**src/rtl/imem_loader.sv**
```systemverilog
// Instruction RAM boot/load sequencer: streams host words into the instruction RAM and holds the core.
// Defining IMEM_LOADER_CHKSUM_EN adds a trailing checksum beat and the error path.
module imem_loader #(
    parameter int unsigned AW    = 7,
    parameter int unsigned DW    = 32,
    parameter int unsigned DEPTH = 128
) (
    input  logic          clk,
    input  logic          rst,
    input  logic          start,
    input  logic [AW:0]   load_len,
    input  logic          s_valid,
    input  logic [DW-1:0] s_data,
    output logic          s_ready,
    output logic          imem_wen,
    output logic [AW-1:0] imem_addr,
    output logic [DW-1:0] imem_wdata,
    output logic          core_run,
    output logic          busy,
    output logic          err,
    output logic [AW:0]   word_cnt
);

    typedef enum logic [2:0] {
        StIdle,
        StLoad,
`ifdef IMEM_LOADER_CHKSUM_EN
        StChk,
`endif
        StSettle,
        StRun,
        StErr
    } state_e;

    localparam logic [AW:0] CntOne   = (AW+1)'(1);
    localparam logic [AW:0] DepthLen = (AW+1)'(DEPTH);

    state_e        state_q, state_d;
    logic [AW:0]   len_q, len_d;
    logic [AW:0]   cnt_q, cnt_d;
    logic          wen_d, run_d;
    logic [AW-1:0] addr_d;
    logic [DW-1:0] wdata_d;
    logic          restart, beat;
`ifdef IMEM_LOADER_CHKSUM_EN
    logic [DW-1:0] sum_q, sum_d;
    logic          err_q, err_d;
`endif

    // start is honoured everywhere except the single settle cycle
    assign restart = start && (state_q != StSettle);

    always_comb begin
        s_ready = 1'b0;
        if (state_q == StLoad) s_ready = !start;
`ifdef IMEM_LOADER_CHKSUM_EN
        if (state_q == StChk) s_ready = !start;
`endif
    end

    assign beat = s_valid && s_ready;

`ifdef IMEM_LOADER_CHKSUM_EN
    assign busy = (state_q == StLoad) || (state_q == StChk) || (state_q == StSettle);
    assign err  = err_q;
`else
    assign busy = (state_q == StLoad) || (state_q == StSettle);
    assign err  = 1'b0;
`endif
    assign word_cnt = cnt_q;

    always_comb begin
        state_d = state_q;
        len_d   = len_q;
        cnt_d   = cnt_q;
        wen_d   = 1'b0;
        addr_d  = imem_addr;
        wdata_d = imem_wdata;
`ifdef IMEM_LOADER_CHKSUM_EN
        sum_d   = sum_q;
        err_d   = err_q;
`endif
        if (restart) begin
            state_d = StLoad;
            len_d   = (load_len == '0) ? DepthLen : load_len;
            cnt_d   = '0;
`ifdef IMEM_LOADER_CHKSUM_EN
            sum_d   = '0;
            err_d   = 1'b0;
`endif
        end else begin
            case (state_q)
                StLoad: begin
                    if (beat) begin
                        wen_d   = 1'b1;
                        addr_d  = cnt_q[AW-1:0];
                        wdata_d = s_data;
                        cnt_d   = cnt_q + CntOne;
`ifdef IMEM_LOADER_CHKSUM_EN
                        sum_d   = sum_q + s_data;
                        if (cnt_q + CntOne == len_q) state_d = StChk;
`else
                        if (cnt_q + CntOne == len_q) state_d = StSettle;
`endif
                    end
                end
`ifdef IMEM_LOADER_CHKSUM_EN
                // check beat is compared only, never written
                StChk: begin
                    if (beat) begin
                        if (s_data == sum_q) begin
                            state_d = StSettle;
                        end else begin
                            err_d   = 1'b1;
                            state_d = StErr;
                        end
                    end
                end
`endif
                StSettle: state_d = StRun;
                default: ;
            endcase
        end
        run_d = (state_d == StRun);
    end

    always_ff @(posedge clk) begin
        if (rst) begin
            state_q    <= StIdle;
            len_q      <= '0;
            cnt_q      <= '0;
            imem_wen   <= 1'b0;
            imem_addr  <= '0;
            imem_wdata <= '0;
            core_run   <= 1'b0;
`ifdef IMEM_LOADER_CHKSUM_EN
            sum_q      <= '0;
            err_q      <= 1'b0;
`endif
        end else begin
            state_q    <= state_d;
            len_q      <= len_d;
            cnt_q      <= cnt_d;
            imem_wen   <= wen_d;
            imem_addr  <= addr_d;
            imem_wdata <= wdata_d;
            core_run   <= run_d;
`ifdef IMEM_LOADER_CHKSUM_EN
            sum_q      <= sum_d;
            err_q      <= err_d;
`endif
        end
    end

endmodule
```
**config.mk**
```make
export PLATFORM = sky130hd
export DESIGN_NAME = imem_loader
export DESIGN_NICKNAME = d
export VERILOG_FILES = /design/src/rtl/imem_loader.sv
export SDC_FILE = /design/constraint.sdc
export NUM_CORES = 1
export LEC_CHECK = 0
export ABC_AREA = 0
export CAP_MARGIN = 0
export CORE_AREA = 5 5 82 84
export DETAILED_ROUTE_END_ITERATION = 8
export DIE_AREA = 0 0 87 89
export PLACE_DENSITY = 0.78
export SYNTH_ARGS = -nofsm -noshare
export SYNTH_HDL_FRONTEND = slang
export SYNTH_SLANG_ARGS = --single-unit
export TNS_END_PERCENT = 1
```
**constraint.sdc**
```tcl
create_clock -name clk -period 2.04 [get_ports clk]
set_input_delay 0.51 -clock clk [delete_from_list [all_inputs] [get_ports clk]]
set_output_delay 0.51 -clock clk [all_outputs]
set_load 0.05 [all_outputs]
```
==> results of run 1 <==
layout make-up:
type	count	share of cell area, %
clock inverter	5	1.40
timing repair buffer	112	29.3
multi-input combinational	220	30.7
clock buffer	10	3.67
sequential	60	32.1
inverter	3	0.300
tap	75	2.50
power groups by stage:
stage                     registers (mW)  clock network (mW)  logic (mW)
after global routing                1.26                1.13       0.583
final                               1.26                1.02       0.545
after floorplan                     1.38                   0       0.215
after detailed placement            1.28                   0       0.549
after global placement              1.28                   0       0.544
after CTS                           1.26                1.06       0.551
layout by cell type (no fill, tap or decap), types with 6 or more instances in the layout:
cell type / instances
clkdlybuf4s50_1: 67
xor2_1: 6
dfxtp_1: 57
clkbuf_8: 10
xnor2_1: 12
mux2i_1: 7
nor2_1: 24
nand2_1: 87
buf_4: 31
a21oi_1: 44
dlymetal6s2s_1: 9
flip-flops by register name, summed over array words and instances, names as in the netlist:
signal	cells
core_run	1
imem_addr	7
imem_wdata	32
imem_wen	1
len_q	8
state_q	3
word_cnt	8
how the worst min path moves through the flow:
stage                   start        endpoint  depth (start not counted)
6_report       imem_wdata[10]  imem_wdata[10]                          2
5_1_grt        imem_wdata[22]  imem_wdata[22]                          2
4_1_cts        imem_wdata[22]  imem_wdata[22]                          2
3_5_place_dp   imem_wdata[22]  imem_wdata[22]                          2
3_3_place_gp   imem_wdata[31]  imem_wdata[31]                          2
2_1_floorplan        len_q[7]        len_q[7]                          2
cell families after synthesis:
logic type | count (synthesis) | share of synthesized area [%]
AOI/OAI and AO/OA | 55 | 12.4
DFF | 60 | 48.5
adders and majority gates | 1 | 0.505
other | 1 | 0.151
and+or+nand+nor | 138 | 24.3
muxes | 7 | 2.83
xor gates and xnor gates | 18 | 6.36
buffers and inverters | 26 | 5.00
Yosys cell counts (2+ instances only):
library cell	number
clkbuf_1	11
a31oi_1	2
and2_1	2
nor3_1	4
xor2_1	6
nor2_1	24
or3_1	3
nand2_1	87
mux2i_1	7
nand2b_1	2
nand3_1	5
nand4_1	2
dfxtp_1	60
buf_2	9
xnor2_1	12
a21oi_1	44
o21ai_0	2
inv_1	3
buf_4	2
and3_1	2
nor4_1	2
routing by layer:
layer	global-route usage, %	up-vias	part of all wire [%]	wire (um)
met2	27.1	91	48	2980
li1	-	1201	-	-
met3	3.96	7	8.9	553
met1	20.1	1021	42	2640
met5	0	-	0	0
met4	7.79	0	1.2	76
through the flow:
stage	hold slack (ps)	setup TNS, ps	utilization [%]	setup WS, ps
floorplan	474	0	-	0.258
global placement	441	-2290	60.5	-155
detailed placement	446	-3930	60.5	-187
CTS	457	0	63.8	1.12
global route	470	0	64.2	0.774
finish	452	0	64.2	42.9
timing repair:
item	CTS	global route
endpoints found under the setup margin	0	9
gates resized for setup	0	10
endpoints found under the hold margin	0	0
==> flow_summary_export.csv, run 1 <==
group,metric,value,unit
run_status,status,"finished, final reports clean",
critical_path,critPathCapture,"imem_wdata[16]",
global_routing,grt_pass1_wl,10000,um
detailed_routing,final_antenna_net_count,0,
logic_synthesis,synth_top_area_cell,"dfxtp_1",
logic_synthesis,synthCells,306,
pwr,powerDensity,753,nW/um^2
critical_path,crit_required,1530,ps
detailed_routing,wire_per_inst,12.9,um
timing,relSlewSlack,64.2,%
timing,finalSetupViolCount,0,
critical_path,crit_type,"reg -> out",
placement,gp_congestion,0.834,
worst_hold_path,worstHoldPathType,"reg -> reg",
timing,max_freq,501,MHz
global_routing,track_usage,16.4,%
detailed_routing,viasPerCell,4.78,
timing,clock_skew,6.05,ps
layout,multi_input_area,1150,sq um
floorplan,die_h,89,um
critical_path,cp.depth,1,
timing,slew_violations,0,
critical_path,cp_slowest_stage_delay,810,ps
placement,dp_hpwl,4620,um
logic_synthesis,synthesis.nets,351,
logic_synthesis,yosysUniqueCellTypes,36,
logic_synthesis,synth_top_area_share,48.5,%
placement,dp_cells,470,
timing,worst_slew_pin_slew,536,ps
cts,clk_pin_slew,70,ps
layout,drive_above_1_share,14.1,%
critical_path,cp.arrival,1490,ps
critical_path,path_max_fanout,2,
detailed_routing,dr.pass1.iters,4,
global_routing,grt_overflow,0,
logic_synthesis,synthFlopType,"dfxtp_1",
floorplan,die_width,87,um
logic_synthesis,async_flop_share,0,%
critical_path,startpoint,"imem_wdata[16]",
critical_path,path_buf_inv,1,
cts,postCtsSetupBuffers,0,
cts,clock-sinks,60,
pwr,p_sw_share,27.6,%
pwr,internal-power,2.05,mW
logic_synthesis,syn_area,2480,sq um
pwr,share_comb_of_total_power,19.3,%
global_routing,antenna_found_initial,0,
logic_synthesis,ys_seq_elements,60,
logic_synthesis,avgSynthCellArea,8.10,sq um
floorplan,pin_count,96,
critical_path,crit_chain,"clkdlybuf4s50_1",
critical_path,r2r-end,"state_q[0]",
layout,num-fill-cells,491,
pwr,p_seq_share,44.5,%
timing,hold_viol,0,
logic_synthesis,yosys-top-cells-area,"dfxtp_1 48%, nand2_1 13%, a21oi_1 8.9%",
placement,io_buffers,94,
layout,final_cell_count_no_fill,485,
logic_synthesis,yosysWarnings,0,
critical_path,r2r_start,"word_cnt[1]",
timing,rsz0062_at_grt,"no",
pwr,leakage,1.57,nW
detailed_routing,drc,0,
critical_path,path_delay_family,"buffers and inverters",
pwr,irDropWorstVdd,428,uV
cts,htree_levels,3,
cts,cts_tree,"yes",
timing,period_share,97.9,%
global_routing,grt_pass1_vias,2194,
cts,root_buffer,"clkbuf_8",
placement,place_area,3540,sq um
layout,fin_area,3750,sq um
detailed_routing,routed_wl,6250,um
global_routing,grt_max_degree,24,
floorplan,core_area,5850,sq um
detailed_routing,drt_iter0_drc,96,
floorplan,initial_core_util,42.4,%
critical_path,ff2ff_path_depth,6,
pwr,p_sw,0.779,mW
critical_path,crit_path_start_kind,"flop",
layout,antennaDiodeCount,0,
floorplan,num_rows,28,
flow_run,drv_cap,0,
cts,cts_made_buffers,9,
critical_path,slowest_stage,"clkdlybuf4s50_1",
logic_synthesis,synth_seq_area_share,48.5,%
critical_path,setup.worst_path.end_class,"output pin",
floorplan,die_area,7740,sq um
cts,clk_latency,320,ps
critical_path,r2r_slack,210,ps
layout,area_growth_syn_to_layout,51.5,%
pwr,power,2.83,mW
cts,cts_hold_buf,0,
logic_synthesis,synth_edf_count,0,
timing,fin_crit,2000,ps
detailed_routing,vias,2320,
layout,ff_latch_area,1200,sq um
cts,clock_path_buffers,2,
layout,fin_nets,451,
pwr,power_frac_clock,36.2,%
(Power assumes the default switching activity.)
==> run 2: changes to the inputs <==
Clock period 2.04 ns to 2 ns, I/O delays scaled along.
==> run 2 against run 1 <==
Worst hold slack worse by 0.51 ps. Highest routed layer unchanged. Final area is 3.0% higher. Via count is 1.0% higher. Global-route usage stayed put. Routed wire length is 1.6% higher. Largest cell class unchanged. Non-clock buffer count is 1 higher. Total power is 15% higher. Critical path depth stayed put. Largest power group is now clock.
==> flow_summary_export.csv, run 2 (synthesis gave the netlist of run 1 again) <==
group,metric,value,unit
cts,clk_latency,320,ps
detailed_routing,viasPerCell,4.81,
cts,cts_made_buffers,9,
timing,relSlewSlack,65.3,%
pwr,irDropWorstVdd,534,uV
pwr,leakage,1.86,nW
timing,hold_viol,0,
critical_path,slowest_stage,"clkdlybuf4s50_1",
critical_path,crit_path_start_kind,"flop",
cts,clock_path_buffers,2,
critical_path,cp.depth,1,
timing,period_share,97.7,%
detailed_routing,drc,0,
cts,clock-sinks,60,
pwr,powerDensity,841,nW/um^2
placement,io_buffers,94,
critical_path,cp.arrival,1450,ps
layout,drive_above_1_share,14.8,%
layout,fin_nets,452,
layout,area_growth_syn_to_layout,56.0,%
floorplan,num_rows,28,
layout,antennaDiodeCount,0,
detailed_routing,vias,2344,
cts,clk_pin_slew,60,ps
timing,worst_slew_pin_slew,520,ps
worst_hold_path,hold_depth,2,
global_routing,antenna_found_initial,0,
flow_run,drv_cap,0,
critical_path,path_buf_inv,1,
timing,clock_skew,7.43,ps
placement,dp_hpwl,4610,um
floorplan,pin_count,96,
layout,largest-register,"imem_wdata",
critical_path,crit_chain,"clkdlybuf4s50_1",
critical_path,cp_slowest_stage_delay,800,ps
timing,rsz0062_at_grt,"no",
timing,hold_ws,452,ps
detailed_routing,final_antenna_net_count,0,
timing,max_freq,512,MHz
layout,multi_input_area,1150,sq um
global_routing,grt_overflow,0,
floorplan,core_area,5850,sq um
layout,ff_latch_area,1200,sq um
critical_path,path_max_fanout,2,
floorplan,die_area,7740,sq um
run_status,status,"finished, final reports clean",
pwr,power,3.25,mW
floorplan,die_width,87,um
cts,root_buffer,"clkbuf_8",
detailed_routing,drt_iter0_drc,64,
layout,final_util,66.1,%
critical_path,path_delay_family,"buffers and inverters",
layout,largest_reg_flops,32,
global_routing,grt_pass1_vias,2214,
timing,finalSetupViolCount,0,
global_routing,track_usage,16.4,%
global_routing,grt_pass1_wl,10000,um
floorplan,die_h,89,um
layout,final_common_cell,"nand2_1",
cts,cts_tree,"yes",
timing,fin_crit,1950,ps
critical_path,setup.worst_path.end_class,"output pin",
detailed_routing,wire_per_inst,13.0,um
detailed_routing,routed_wl,6350,um
floorplan,initial_core_util,42.4,%
critical_path,crit_type,"reg -> out",
placement,dp_cells,470,
layout,final_cell_mix,"87 x nand2_1, 58 x dfxtp_1, 51 x clkdlybuf4s50_1",
layout,num-fill-cells,508,
placement,gp_congestion,0.841,
cts,htree_levels,3,
critical_path,ff2ff_path_depth,6,
global_routing,grt_max_degree,24,
critical_path,crit_required,1500,ps
detailed_routing,dr.pass1.iters,4,
layout,final_cell_count_no_fill,487,
timing,slew_violations,0,
worst_hold_path,worstHoldPathType,"reg -> reg",
run 2: cell types whose count changed in the layout (fill, tap and decap cells not counted), sizes merged:
| cell | previous run | this run |
|---|---|---|
| clkdlybuf4s50 | 67 | 51 |
| dlymetal6s2s | 9 | 22 |
| buf | 36 | 39 |
| clkbuf | 10 | 13 |
| clkinv | 3 | 0 |
| bufinv | 1 | 3 |
| clkinvlp | 1 | 0 |
| dlygate4sd2 | 0 | 1 |
run 2: per-stage QoR:
step           TNS, ps  cell area (sq um)  setup WS, ps
2_1_floorplan    -29.7               2480         -29.7
3_3_place_gp     -8540               3540          -287
3_5_place_dp     -9480               3540          -297
4_1_cts              0               3810          2.86
5_1_grt              0               3870         0.890
6_report             0               3870          46.4
run 2: where the power goes:
part	total (mW)	internal (mW)	leakage [nW]	switching, mW
Clock	1.42	0.965	0.136	0.451
Combinational	0.556	0.246	1.24	0.309
Sequential	1.28	1.24	0.488	0.0351
run 2: area by class of cell:
cell class / instances / share of cell area, %
Sequential cell: 60 / 31.1
Multi-Input combinational cell: 220 / 29.8
Timing Repair Buffer: 113 / 29.4
Clock buffer: 13 / 4.63
Tap cell: 75 / 2.43
Clock inverter: 3 / 2.33
Inverter: 3 / 0.291
run 2: timing repair:
item	4_1_cts	5_1_grt
hold buffers	0	0
endpoints found under the setup margin	1	22
hold endpoints to repair	0	0
pin swaps	1	0
setup buffers	1	0
gates resized for setup	1	22
run 2: path summary, 6_finish.rpt:
path                                      from             end  slack, ps
worst max register to register     word_cnt[0]      state_q[0]        230
worst min register to register    imem_addr[2]    imem_addr[2]        450
worst max-delay path            imem_wdata[28]  imem_wdata[28]         50
worst min-delay path              imem_addr[2]    imem_addr[2]        450
run 2: per-layer routing:
metal  part of all wire, %  GRT usage [%]  vias to the layer above
met2                    48           27.0                       73
li1                      -              -                     1204
met5                     0              0                        -
met1                    42           20.2                     1059
met4                   1.6           7.79                        0
met3                   8.3           3.96                        8
run 2: tightest hold or removal path, delay by kind of cell (launching register included):
family	cells	cell delay, ps
flops	1	310
simple gates	1	50
compound gates	1	50
==> run 3: changes to the inputs <==
Settings changed: CTS_CLUSTER_SIZE set to 8.
==> results of run 3 <==
Final layout, timing and power as in run 2 (identical DEF).
